`src/rtl/stack_arbiter.sv`:
```
// ---------------------------------------------------------------------------
// stack_arbiter
//
// Shares one pointer-based LIFO stack between two requesters. Requests are
// round-robined, at most one push or pop reaches the stack per cycle, and an
// occupancy counter refuses pushes when full and pops when empty so the stack
// is never overflowed or underflowed. Every accepted request gets a response
// exactly one cycle later carrying pop data or an error flag.
//
// Ports:
//   clk, reset                 - rising-edge clock, synchronous active-high
//                                reset (also drives the stack's reset)
//   req_valid_*/req_op_*/
//   req_data_*                 - request from requester 0/1 (op 1 = push)
//   req_ready_*                - grant; accept = valid & ready
//   rsp_valid_*/rsp_data_*/
//   rsp_err_*                  - one-cycle response strobe, pop data, refusal
//   stk_push/stk_pop/
//   stk_data_in                - drive the attached stack
//   stk_data_out               - registered data output of the stack
//   count/full/empty           - current stack occupancy
// ---------------------------------------------------------------------------
module stack_arbiter #(
  parameter int STACK_WIDTH = 18,
  parameter int STACK_SIZE  = 4
) (
  input  logic                   clk,
  input  logic                   reset,
  input  logic                   req_valid_0,
  input  logic                   req_op_0,
  input  logic [STACK_WIDTH-1:0] req_data_0,
  input  logic                   req_valid_1,
  input  logic                   req_op_1,
  input  logic [STACK_WIDTH-1:0] req_data_1,
  output logic                   req_ready_0,
  output logic                   req_ready_1,
  output logic                   rsp_valid_0,
  output logic [STACK_WIDTH-1:0] rsp_data_0,
  output logic                   rsp_err_0,
  output logic                   rsp_valid_1,
  output logic [STACK_WIDTH-1:0] rsp_data_1,
  output logic                   rsp_err_1,
  output logic                   stk_push,
  output logic                   stk_pop,
  output logic [STACK_WIDTH-1:0] stk_data_in,
  input  logic [STACK_WIDTH-1:0] stk_data_out,
  output logic [STACK_SIZE:0]    count,
  output logic                   full,
  output logic                   empty
);

  localparam logic [STACK_SIZE:0] FULL_COUNT = {1'b1, {STACK_SIZE{1'b0}}};
  localparam logic [STACK_SIZE:0] ONE_COUNT  = {{STACK_SIZE{1'b0}}, 1'b1};

  logic last_grant;
  logic grant_0;
  logic grant_1;
  logic accept;
  logic grant_idx;
  logic grant_op;
  logic grant_err;

  logic rsp_pend;
  logic rsp_idx;
  logic rsp_op;
  logic rsp_err_r;
  logic rsp_pop_ok;

  // Round-robin arbitration: a lone requester always wins; under contention
  // the requester that was not granted last time wins. Nothing is granted
  // while reset is high so the stack sees no traffic during reset.
  always_comb begin
    grant_0 = 1'b0;
    grant_1 = 1'b0;
    if (!reset) begin
      if (req_valid_0 && req_valid_1) begin
        if (last_grant) grant_0 = 1'b1;
        else            grant_1 = 1'b1;
      end else if (req_valid_0) begin
        grant_0 = 1'b1;
      end else if (req_valid_1) begin
        grant_1 = 1'b1;
      end
    end
  end

  assign req_ready_0 = grant_0;
  assign req_ready_1 = grant_1;
  assign accept      = grant_0 | grant_1;
  assign grant_idx   = grant_1;
  assign grant_op    = grant_1 ? req_op_1 : req_op_0;

  // Refused operations still get accepted and answered, they just never
  // reach the stack; push and pop are mutually exclusive because only one
  // request is granted per cycle.
  assign full        = (count == FULL_COUNT);
  assign empty       = (count == '0);
  assign grant_err   = grant_op ? full : empty;
  assign stk_push    = accept &  grant_op & ~full;
  assign stk_pop     = accept & ~grant_op & ~empty;
  assign stk_data_in = grant_1 ? req_data_1 : (grant_0 ? req_data_0 : '0);

  // Occupancy tracks the stack pointer exactly; it resets together with the
  // stack so the two can never disagree.
  always_ff @(posedge clk) begin
    if (reset) begin
      count <= '0;
    end else if (stk_push) begin
      count <= count + ONE_COUNT;
    end else if (stk_pop) begin
      count <= count - ONE_COUNT;
    end
  end

  // Remember who was served last; reset to 1 so requester 0 wins the first
  // contention.
  always_ff @(posedge clk) begin
    if (reset) begin
      last_grant <= 1'b1;
    end else if (accept) begin
      last_grant <= grant_idx;
    end
  end

  // Response pipeline: capture who was served, what they asked for and
  // whether it was refused, so the answer can be presented next cycle when
  // the stack's registered data_out holds the popped word.
  always_ff @(posedge clk) begin
    if (reset) begin
      rsp_pend  <= 1'b0;
      rsp_idx   <= 1'b0;
      rsp_op    <= 1'b0;
      rsp_err_r <= 1'b0;
    end else begin
      rsp_pend  <= accept;
      rsp_idx   <= grant_idx;
      rsp_op    <= grant_op;
      rsp_err_r <= accept & grant_err;
    end
  end

  // Responses are masked by reset so a response already registered when
  // reset arrives mid-operation is dropped rather than presented.
  assign rsp_pop_ok  = ~rsp_op & ~rsp_err_r;
  assign rsp_valid_0 = rsp_pend & ~reset & ~rsp_idx;
  assign rsp_valid_1 = rsp_pend & ~reset &  rsp_idx;
  assign rsp_err_0   = rsp_valid_0 & rsp_err_r;
  assign rsp_err_1   = rsp_valid_1 & rsp_err_r;
  assign rsp_data_0  = (rsp_valid_0 && rsp_pop_ok) ? stk_data_out : '0;
  assign rsp_data_1  = (rsp_valid_1 && rsp_pop_ok) ? stk_data_out : '0;

endmodule
```
`config.mk`:
```
export PLATFORM = sky130hd
export DESIGN_NAME = stack_arbiter
export DESIGN_NICKNAME = d
export VERILOG_FILES = /design/src/rtl/stack_arbiter.sv
export SDC_FILE = /design/constraint.sdc
export NUM_CORES = 1
export LEC_CHECK = 0
export ABC_CLOCK_PERIOD_IN_PS = 8390
export CORE_MARGIN = 5
export CORE_UTILIZATION = 35
export DETAILED_ROUTE_END_ITERATION = 8
export DONT_BUFFER_PORTS = 1
export HOLD_SLACK_MARGIN = 0.05
export PLACE_DENSITY = 0.51
export REMOVE_ABC_BUFFERS = 1
export SYNTH_ARGS = -nofsm -noshare
export SYNTH_HDL_FRONTEND = slang
export SYNTH_SLANG_ARGS = --single-unit
```
`constraint.sdc`:
```
create_clock -name clk -period 8.39 [get_ports clk]
set_clock_uncertainty 0.2 [all_clocks]
set_input_delay 0.839 -clock clk [delete_from_list [all_inputs] [get_ports clk]]
set_output_delay 0.839 -clock clk [all_outputs]
set_load 0.03 [all_outputs]
```
==> flow_summary.yaml, run 1 <==
outcome:
  outcome: "finished, final reports clean"
run:
  cap_violations: 0
placement:
  place_inst: 174
  place_congestion: 0.760
  preCtsSetupSlack_ns: 4.75
  dp.final_hpwl_mm: 2.87
  portBuffers: 0
global_route:
  grt_max_degree: 20
  overflow: 0
  first_global_vias: 911
  antenna_found_initial: 0
  grt_use_total_pct: 12.5
  grt_pass1_wl_mm: 4.33
setup_path:
  reg2reg_depth: 9
  crit_end: "rsp_data_0[4]"
  regToRegStartpoint: "count[1]"
  crit_required_ns: 7.35
  arrival_ns: 2.51
  r2r_setup_slack_ns: 5.01
  worst_setup_path_start_kind: "input port"
  r2r_end: "count[4]"
  critPathKind: "in2out"
  crit_path_end_kind: "output pin"
  critPathLaunch: "reset"
  critPathMaxFanout: 18
clocking:
  ctsLongestPathBuffers: 2
  cts_hold_buf: 0
  cts_resized: 0
  clkTransAtPathRegs_ns: 0.06
  cts-htree-levels: 1
  numCtsBuffers: 3
  cts.sinks: 10
  clk_latency_ns: 0.26
  post_cts_buffers: 0
  clockRootBuffer: "clkbuf_4"
  cts_tree: "built"
sta:
  setup-violations-final: 0
  fin_crit_ns: 3.54
  tightest_slew_ns: 0.675
  relSlewSlack_pct: 54.8
  fmax_mhz: 282
  post-route-period-util_pct: 42.2
  rsz0062_at_grt: "false"
  setup_ws_ns: 4.85
  hold_violations: 0
  slew_viol_final: 0
  setup_tns_ns: 0
route:
  wl_per_cell_um: 18.5
  drc: 0
  drt-initial-drc-count: 19
  dr.pass1.iters: 4
  vias: 1024
  via_per_inst: 5.75
  antenna_left: 0
  drt_wl_total_mm: 3.29
power_and_ir_drop:
  p_sw_share_pct: 48.5
  powerDensity_nw_per_um2: 224
  clkPwrFrac_pct: 16.3
  p_comb_share_pct: 51.6
  power.leakage_nw: 0.488
  p_switching_uw: 127
  power_frac_seq_pct: 32.1
  vdd_drop_max_mv: 0.128
  p_int_uw: 135
floorplanning:
  std_cell_rows: 20
  initial_core_util_pct: 36.0
  die_y_um: 65.8
  io_pins: 129
  core_area_sq_um: 3030
  die_x_um: 65.8
  die_area_sq_um: 4330
cells_and_area:
  fillers: 301
  syn_to_final_growth_pct: 7.58
  final-instance-count-excl-fill: 178
  layout_common_cells: "38 x and2_1, 18 x a22o_1, 10 x dfxtp_1"
  drive_above_1_share_pct: 16.4
  nets: 199
  diodes: 0
  final_common_cell: "and2_1"
synth:
  synthCells: 133
  syn_area_sq_um: 1090
  synth-seq-cells: 10
  ys_seq_area_share_pct: 18.4
  post_synth.cell_area_avg_sq_um: 8.19
  yosysWarnings: 0
  synth_cell_types: 43
hold_path:
  hp-class: "reg2reg"
==> sequential cells by signal (all words and copies together), names as in the netlist <==
name	count
rsp_err_r	1
rsp_idx	1
last_grant	1
count	5
rsp_op	1
rsp_pend	1
==> layer usage <==
| metal | vias to the layer above | track usage [%] | share of wire (%) |
|---|---|---|---|
| met5 | - | 0 | 0 |
| met4 | 0 | 3.11 | 0 |
| met3 | 0 | 2.72 | 10 |
| met2 | 61 | 23.7 | 53 |
| met1 | 482 | 14.0 | 37 |
| li1 | 481 | - | - |
==> power groups by stage <==
stage	sequential (mW)	combinational [mW]	clock, mW
4_1_cts	0.0846	0.136	0.0446
2_1_floorplan	0.0818	0.119	0
3_3_place_gp	0.0856	0.134	0
5_1_grt	0.0860	0.147	0.0466
3_5_place_dp	0.0857	0.136	0
6_report	0.0843	0.135	0.0427
==> area by class of cell <==
| class | count | area, sq um | area share (%) |
|---|---|---|---|
| well taps | 44 | 55.1 | 4.70 |
| multi-input cells | 114 | 847 | 72.3 |
| flip-flops and latches | 10 | 200 | 17.1 |
| repair buffers | 3 | 22.5 | 1.92 |
| inverters | 3 | 11.3 | 0.961 |
| clock buffers | 4 | 36.3 | 3.09 |
==> worst min-delay path by stage <==
stage / slack, ns / to / from / cells past startpoint
6_report: 0.35 / last_grant / last_grant / 2
5_1_grt: 0.38 / last_grant / last_grant / 2
4_1_cts: 0.35 / last_grant / last_grant / 2
3_5_place_dp: 0.34 / last_grant / last_grant / 2
3_3_place_gp: 0.33 / last_grant / last_grant / 2
2_1_floorplan: 0.30 / last_grant / last_grant / 2
==> worst max-delay path: stages <==
cell and delay, ns:
nor3b_2 0.56, nor3b_2 0.69, and2_1 0.41
==> per-stage QoR <==
stage | hold WS, ns | instance area [sq um] | power (mW) | util (%)
after global placement | 0.327 | 1140 | 0.219 | 37.5
after global routing | 0.377 | 1170 | 0.280 | 38.7
final | 0.347 | 1170 | 0.262 | 38.7
after CTS | 0.351 | 1170 | 0.266 | 38.7
after floorplan | 0.301 | 1060 | 0.201 | -
after detailed placement | 0.342 | 1140 | 0.222 | 37.5
==> cell families (layout without fill, tap and decap cells) <==
logic type      count (synthesis)  count (layout)  share of synthesized area, %
compound gates                 37              37                          27.9
xor+xnor                        2               2                          1.61
fa+ha+maj                       4               4                          5.28
buf+inv                         9              10                          3.90
flops                          10              10                          18.4
simple gates                   71              71                          42.9
==> cell usage after synthesis (all sizes together) <==
library cell | instances | share of area (%)
a311oi | 1 | 1.4
nor2 | 10 | 4.4
or4 | 1 | 1.0
inv | 2 | 0.69
nand3 | 3 | 1.8
a211oi | 1 | 0.69
o21bai | 1 | 0.69
clkbuf | 2 | 0.80
clkinv | 1 | 0.34
buf | 4 | 2.1
a21boi | 2 | 1.7
ha | 3 | 3.4
fa | 1 | 1.8
and2 | 40 | 23
a21oi | 3 | 1.4
and3 | 1 | 0.69
a31oi | 1 | 0.57
a2111oi | 1 | 0.80
a31o | 2 | 1.6
nor2b | 2 | 1.1
nand2 | 2 | 0.69
dfxtp | 10 | 18
nor3b | 6 | 6.0
nor4 | 1 | 0.57
nand2b | 1 | 0.57
a22o | 18 | 14
nor4b | 1 | 0.80
xnor2 | 2 | 1.6
a21o | 3 | 2.1
and3b | 1 | 0.80
or2 | 1 | 0.57
o21ai | 4 | 2.5
or3 | 1 | 0.57
(Power assumes the default switching activity.)
==> inputs of run 2 (changes only) <==
--- a/config.mk
+++ b/config.mk
@@ -5,7 +5,7 @@
 export SDC_FILE = /design/constraint.sdc
 export NUM_CORES = 1
 export LEC_CHECK = 0
-export ABC_CLOCK_PERIOD_IN_PS = 8390
+export ABC_CLOCK_PERIOD_IN_PS = 3600
 export CORE_MARGIN = 5
 export CORE_UTILIZATION = 35
 export DETAILED_ROUTE_END_ITERATION = 8
==> constraint.sdc (replaced) <==
create_clock -name clk -period 3.6 [get_ports clk]
set_clock_uncertainty 0.2 [all_clocks]
set_input_delay 0.36 -clock clk [delete_from_list [all_inputs] [get_ports clk]]
set_output_delay 0.36 -clock clk [all_outputs]
set_load 0.03 [all_outputs]
==> run 2 against run 1 <==
Sequential share of layout area is 0.80 points lower; wire length is 5.7% higher; combinational power grew to 2.9 times the previous value; critical path depth is 7 higher; via count is 3.8% higher; power is 150% higher; critical path type is now reg2reg.
==> flow_summary.yaml, run 2 (synthesized netlist as in run 1, its figures left out) <==
outcome:
  outcome: "finished, final reports clean"
setup_path:
  critical-path-slowest-cell: "fa_1"
  max_stage_delay_ns: 0.50
  r2r_end: "count[4]"
  critPathBufInv: 0
  arrival_ns: 3.06
  critical-path-top-delay-family: "compound AO/OA/AOI/OAI gates"
  cpMostUsedCell: "a21o_1"
  crit_chain: "nand2_1 > a21boi_2 > nor2_1 > or3_1 > fa_1 > a21o_1 > a21o_1 > nor4b_1 > o21ai_0 > a211oi_1"
  crit_path_end_kind: "register"
  worst_setup_path_start_kind: "register"
  regToRegStartpoint: "last_grant"
  critPathKind: "reg2reg"
  reg2reg_depth: 10
  crit_required_ns: 3.58
  r2r_setup_slack_ns: 0.52
  critPathMaxFanout: 5
sta:
  fin_crit_ns: 3.08
  fmax_mhz: 325
  setup-violations-final: 0
  slew_viol_final: 0
  post-route-period-util_pct: 85.5
  setup_ws_ns: 0.522
  hold_violations: 0
  setup_tns_ns: 0
  rsz0062_at_grt: "false"
  tightest_slew_ns: 0.694
  relSlewSlack_pct: 53.5
route:
  antenna_left: 0
  vias: 1063
  drt-initial-drc-count: 25
  via_per_inst: 5.75
  wl_per_cell_um: 18.8
  drc: 0
  dr.pass1.iters: 4
  drt_wl_total_mm: 3.48
cells_and_area:
  fillers: 308
  fin_area_sq_um: 1230
  final_common_cell: "and2_1"
  drive_above_1_share_pct: 19.1
  diodes: 0
  largest_register_ffs: 5
  layout_common_cells: "38 x and2_1, 18 x a22o_1, 10 x dfxtp_1"
  top_register: "count"
  syn_to_final_growth_pct: 12.9
  nets: 206
  final-instance-count-excl-fill: 185
global_route:
  first_global_vias: 975
  antenna_found_initial: 0
  grt_max_degree: 20
  grt_pass1_wl_mm: 4.68
  grt_use_total_pct: 13.6
  overflow: 0
clocking:
  numCtsBuffers: 3
  cts_resized: 0
  cts.sinks: 10
  clkTransAtPathRegs_ns: 0.07
  clockRootBuffer: "clkbuf_4"
  ctsLongestPathBuffers: 2
  post_cts_buffers: 0
  cts_tree: "built"
  cts-htree-levels: 1
  cts_hold_buf: 2
  clk_latency_ns: 0.26
placement:
  dp.final_hpwl_mm: 2.92
  portBuffers: 0
  dpl_cell_area_sq_um: 1170
  preCtsSetupSlack_ns: 0.415
  place_inst: 179
  place_congestion: 0.756
floorplanning:
  die_y_um: 65.8
  core_area_sq_um: 3030
  initial_core_util_pct: 36.0
  die_area_sq_um: 4330
  io_pins: 129
  std_cell_rows: 20
  die_x_um: 65.8
hold_path:
  min_to: "rsp_idx"
  hold_path.startpoint: "req_valid_1"
  hold_depth: 2
  hp-class: "in2reg"
run:
  cap_violations: 0
power_and_ir_drop:
  power_uw: 645
  powerDensity_nw_per_um2: 524
  vdd_drop_max_mv: 0.318
  power.leakage_nw: 0.523
[run 2: cell count changes in the layout (fill, tap and decap cells not counted), sizes merged]
cell / delta
dlygate4sd3: +2
buf: +5
[run 2: layout make-up]
cell class	count	area (sq um)	area share [%]
inverter	3	11.3	0.916
clock buffer	4	36.3	2.95
timing repair buffer	10	80.1	6.51
tap	44	55.1	4.48
multi-input combinational	114	847	68.9
sequential	10	200	16.3
[run 2: per-layer routing]
metal  vias to the layer above  part of all wire [%]  wire [um]  global-route usage, %
met5                         -                     0          0                      0
met4                         0                  0.29         10                   3.11
met3                         2                    11        394                   2.72
met2                        72                    51       1780                   24.0
met1                       497                    37       1290                   16.7
li1                        492                     -          -                      -
[run 2: worst max-delay path by stage]
stage                            from       end  slack, ns  cells past startpoint
after floorplan              count[1]  count[4]       0.45                      9
after global placement    req_valid_1  count[4]       0.53                     10
after detailed placement  req_valid_1  count[4]       0.42                     10
after CTS                  last_grant  count[4]       0.50                     10
after global routing       last_grant  count[4]       0.23                     10
final                      last_grant  count[4]       0.52                     10
[run 2: stage by stage]
stage / utilization, % / hold WS, ns
5_1_grt: 40.6 / 0.116
4_1_cts: 40.6 / 0.0929
3_3_place_gp: 38.8 / 0.231
6_report: 40.6 / 0.0993
3_5_place_dp: 38.8 / 0.234
2_1_floorplan: - / 0.228
[run 2: power breakdown]
part           leakage, nW  switching (mW)  internal, mW
Clock               0.0210          0.0395        0.0613
Combinational        0.419           0.248         0.142
Sequential          0.0829          0.0202         0.133
==> inputs of run 3 (changes only) <==
--- a/config.mk
+++ b/config.mk
@@ -8,6 +8,7 @@
 export ABC_CLOCK_PERIOD_IN_PS = 3600
 export CORE_MARGIN = 5
 export CORE_UTILIZATION = 35
+export CTS_CLUSTER_SIZE = 16
 export DETAILED_ROUTE_END_ITERATION = 8
 export DONT_BUFFER_PORTS = 1
 export HOLD_SLACK_MARGIN = 0.05
==> results of run 3 <==
The final DEF is identical to that of run 2; final timing and power are the same.
==> patch 1 (flow settings as in run 3) <==
Change the parameter `STACK_SIZE` from 4 to 8.
--- a/src/rtl/stack_arbiter.sv
+++ b/src/rtl/stack_arbiter.sv
@@ -23,5 +23,5 @@
 module stack_arbiter #(
   parameter int STACK_WIDTH = 18,
-  parameter int STACK_SIZE  = 4
+  parameter int STACK_SIZE  = 8
 ) (
   input  logic                   clk,
Interface: changed (resized count); port bits go from 129 to 133. No check against the original RTL was run, so the function may have changed too.
==> patch 1 against run 3 <==
Utilization up 0.61 points; via count is 28% higher; wire length is 33% higher; sequential share of layout area is 0.72 points higher; worst setup slack got worse by 0.12 ns; cell area rose by 34%; total power is 74% higher; sequential cell count rose by 4; area after synthesis increased by 32%.
==> patch 1: results (changes against run 3) <==
- Synth-to-layout area growth: 14.5%
- VDD IR max: 0.301 mV (-5.2%)
- CP max stage cell: nor4_1
- Outcome: completed
- Largest stage delay, worst path: 0.46 ns (-0.04 ns)
- Fill cell count: 423 (+37%)
- Post-synthesis cell type count: 42 (-2.3%)
- Worst-Margin Slew: 0.702 ns (+0.00801 ns)
- Dpl hpwl: 3960 um (+36%)
- Vias in the first global route: 1,388 (+42%)
- Post-synth top cells: 39 x and2_1, 18 x a22o_1, 14 x dfxtp_1
- Routed WL per cell: 19.5 um (+4.0%)
- Vias post-DR: 1,356 (+28%)
- Max FO, Critical Path: 8 (+3)
- First-pass GRT wire length: 6600 um (+41%)
- Share of cells above drive strength 1: 0.166 (-0.0257)
- Top post-synthesis cells by area: dfxtp_1 19%, and2_1 17%, a22o_1 11%, ha_1 6.1%, mux2i_1 4.9%
- Final-stage net count: 256 (+24%)
- LEAKAGE: 0.000731 uW (+40%)
- DRT iter0 DRCs: 65 (+160%)
- Sequential share of the synthesized area: 0.195 (+0.0109)
- GP Congestion: 0.833 (+10%)
- Count of hold-fix buffers inserted at cts: 1 (-1)
- Root Driver: clkbuf_8
- Crit path DAT: 3.16 ns (+0.10 ns)
- Clock latency on the worst-skew pair: 0.24 ns (-0.02 ns)
- Place WS: 0.400 ns (-0.0152 ns)
patch 1: cell count changes after synthesis, moves of 4 or more:
cell,before,now
mux2i_1,0,7
nand2b_1,1,10
dfxtp_1,10,14
a21oi_1,3,7
xor2_1,0,6
ha_1,3,7
patch 1: cells by family after synthesis:
kind of cell	Yosys count	synth area share
mux	8	0.0565
simple gates	86	0.391
fa+ha+maj	8	0.0747
xor+xnor	6	0.0365
flops	14	0.195
buf+inv	9	0.0269
compound gates	42	0.220
patch 1: worst paths after layout:
| kind | from | endpoint | slack (ns) | depth (start not counted) |
|---|---|---|---|---|
| setup / recovery | count[3] | count[8] | 0.40 | 10 |
| hold / removal | req_valid_1 | last_grant | 0.08 | 2 |
| setup reg to reg | count[3] | count[8] | 0.40 | 10 |
| hold reg to reg | last_grant | last_grant | 0.35 | 2 |
patch 1: per-layer routing:
layer | wire length, um | track usage | vias to the layer above
li1 | - | - | 651
met1 | 1740 | 0.181 | 618
met2 | 2360 | 0.277 | 85
met3 | 509 | 0.0446 | 2
met4 | 19 | 0.0423 | 0
met5 | 0 | 0 | -
patch 1: worst register-to-register path: cells and delay by family, from the launching register on:
kind	cells	cell delay (ns)
AOI/OAI and AO/OA	3	0.53
adders and majority gates	1	0.46
buffers and inverters	1	0.13
muxes	1	0.31
and+or+nand+nor	4	1.18
DFF	1	0.31
patch 1: through the flow:
stage	power [uW]	std cells
global route	1210	237
floorplan	788	168
detailed placement	968	232
global placement	954	232
CTS	1130	237
finish	1120	237
patch 1: layout make-up:
type / count / share of cell area
timing repair buffer: 15 / 0.0698
inverter: 4 / 0.00910
tap: 50 / 0.0379
sequential: 14 / 0.170
multi-input combinational: 150 / 0.680
clock buffer: 4 / 0.0334
patch 1: power by group:
group          internal [uW]  switching (uW)
clock                   96.8            59.0
sequential               203            26.9
combinational            276             461
total                    576             547
==> patch 2 (flow settings as in run 3) <==
Made on the original files. Make the reset (`reset`) asynchronous in 3 clocked blocks.
--- a/src/rtl/stack_arbiter.sv
+++ b/src/rtl/stack_arbiter.sv
@@ -103,5 +103,5 @@
   // Occupancy tracks the stack pointer exactly; it resets together with the
   // stack so the two can never disagree.
-  always_ff @(posedge clk) begin
+  always_ff @(posedge clk or posedge reset) begin
     if (reset) begin
       count <= '0;
@@ -115,5 +115,5 @@
   // Remember who was served last; reset to 1 so requester 0 wins the first
   // contention.
-  always_ff @(posedge clk) begin
+  always_ff @(posedge clk or posedge reset) begin
     if (reset) begin
       last_grant <= 1'b1;
@@ -126,5 +126,5 @@
   // whether it was refused, so the answer can be presented next cycle when
   // the stack's registered data_out holds the popped word.
-  always_ff @(posedge clk) begin
+  always_ff @(posedge clk or posedge reset) begin
     if (reset) begin
       rsp_pend  <= 1'b0;
Function: differs if reset is asserted again (counterexample within 4 cycles, from zero or initial values and one cycle with reset high); with reset held inactive, the same outputs for 10 cycles.
==> patch 2 against run 3 <==
First-iteration DRC count down 28%; worst setup slack worse by 0.16 ns; critical path type is now input port to output port; wire length down 6.6%; area after synthesis down 3.8%; via count down 7.3%; largest power group unchanged; critical path depth down 4; sequential cell count unchanged; total power up 9.9%; cell area down 3.4%; largest cell class unchanged; sequential share of layout area up 4.9 points.
==> patch 2: results (changes against run 3) <==
- Repair and plain buffers: 12 (+2)
- Hold WS: 0.0557 ns (-0.0436 ns)
- Total GRT Usage: 0.147 (+0.0111)
- First-pass GRT wire length: 4890 um (+4.4%)
- Post-synth top cells: 40 x and2_1, 18 x a22o_1, 9 x dfrtp_1
- Number of clock buffers in the layout: 4 (unchanged)
- Buffering overhead: 0.0779 (+0.0128)
- Switching power share of the total: 0.494 (+0.0159)
- Share of cells above drive strength 1: 0.179 (-0.0124)
- Fill cell count: 273 (-11%)
- Most used flip-flop cell after synthesis: dfrtp_1
- Place WS: 0.481 ns (+0.0654 ns)
- Highest metal used: met4
- DRT iter0 DRCs: 18 (-28%)
- Met2 usage: 0.252 (+0.0113)
- Ys async rst share: 1.00 (+1.00)
- Hold worst-path end: last_grant
- Placed cells: 160 (-11%)
- Multi-input combinational cell area: 751 um2 (-11%)
- CP max stage cell: nor3b_2
- Vias in the first global route: 1,006 (+3.2%)
- Post-synthesis cell type count: 30 (-30%)
- Design Area, Final: 1190 um2 (-3.4%)
- Inverters: 5 (+2)
- Pin count of the biggest net entering global routing: 21 (+5.0%)
- Largest stage delay, worst path: 0.67 ns (+0.17 ns)
- Vias post-DR: 985 (-7.3%)
- GP Congestion: 0.742 (-1.9%)
- Clk tree area frac: 0.0305 (+0.00102)
- Routed WL: 3250 um (-6.6%)
- Cells on worst reg2reg path: 9 (-1)
- Dpl hpwl: 2850 um (-2.3%)
- VDD IR max: 0.394 mV (+24%)
- LEAKAGE: 0.000561 uW (+7.4%)
- Post-Synthesis Cells: 124 (-6.8%)
- M1 WL: 1100 um (-15%)
- Met3 usage in global routing: 0.0864 (+0.0591)
- Met2 WL: 1550 um (-13%)
- Syn Area/Cell: 8.46 um2 (+3.2%)
- Max FO, Critical Path: 18 (+13)
- Post-DP Area: 1140 um2 (-2.7%)
- Max Freq: 309 MHz (-4.9%)
- Xor-xnor portion of the synthesized cell area: 0.0167 (+0.000633)
- Post-Synth Adder-Cell Area: 0.0549 (+0.00208)
- Sequential share of the synthesized area: 0.240 (+0.0562)
- Outcome: completed
- Finished Layout Cells: 165 (-11%)
- Top post-synthesis cells by area: and2_1 24%, dfrtp_1 21%, a22o_1 15%, ha_1 3.6%, nand2_1 2.9%
- Met3 wire length: 573 um (+45%)
- FF-to-FF Start: count[1]
- Sequential cell area share: 0.212 (+0.0488)
- GRT met1 Usage: 0.156 (-0.0111)
- CP top delay family: simple AND/OR/NAND/NOR gates
- Post-synthesis compound-gate area fraction: 0.242 (-0.0367)
- Comb_multi_in: 103 (-9.6%)
- Post-synthesis mux area share: 0.0442 (+0.0442)
- R2r endpoint: count[4]
- Crit path DAT: 2.68 ns (-0.38 ns)
[patch 2: changes by cell type after synthesis, sizes merged, moves of 3 or more]
cell	delta
dfrtp	+9
dfxtp	-10
inv	+3
nand2	+6
nand3	-3
nor2	-7
[patch 2: power groups by stage]
stage	Combinational (uW)	Sequential, uW	Clock, uW
after floorplan	282	232	0
after global placement	401	199	0
after detailed placement	407	201	0
after CTS	410	198	107
after global routing	444	203	114
final	406	198	104
[patch 2: worst max path at each step]
stage	start	to	slack, ns	depth (start not counted)
floorplan	reset	count[4]	-0.08	10
global placement	reset	count[4]	0.57	11
detailed placement	reset	count[4]	0.48	11
CTS	reset	rsp_data_1[3]	0.32	6
global route	reset	rsp_data_1[3]	0.13	6
finish	reset	rsp_data_1[3]	0.36	6
[patch 2: what timing repair did]
action / in CTS / in global routing
hold endpoints to repair: 10 / 0
hold buffers: 1 / 0
gates resized for setup: 0 / 0
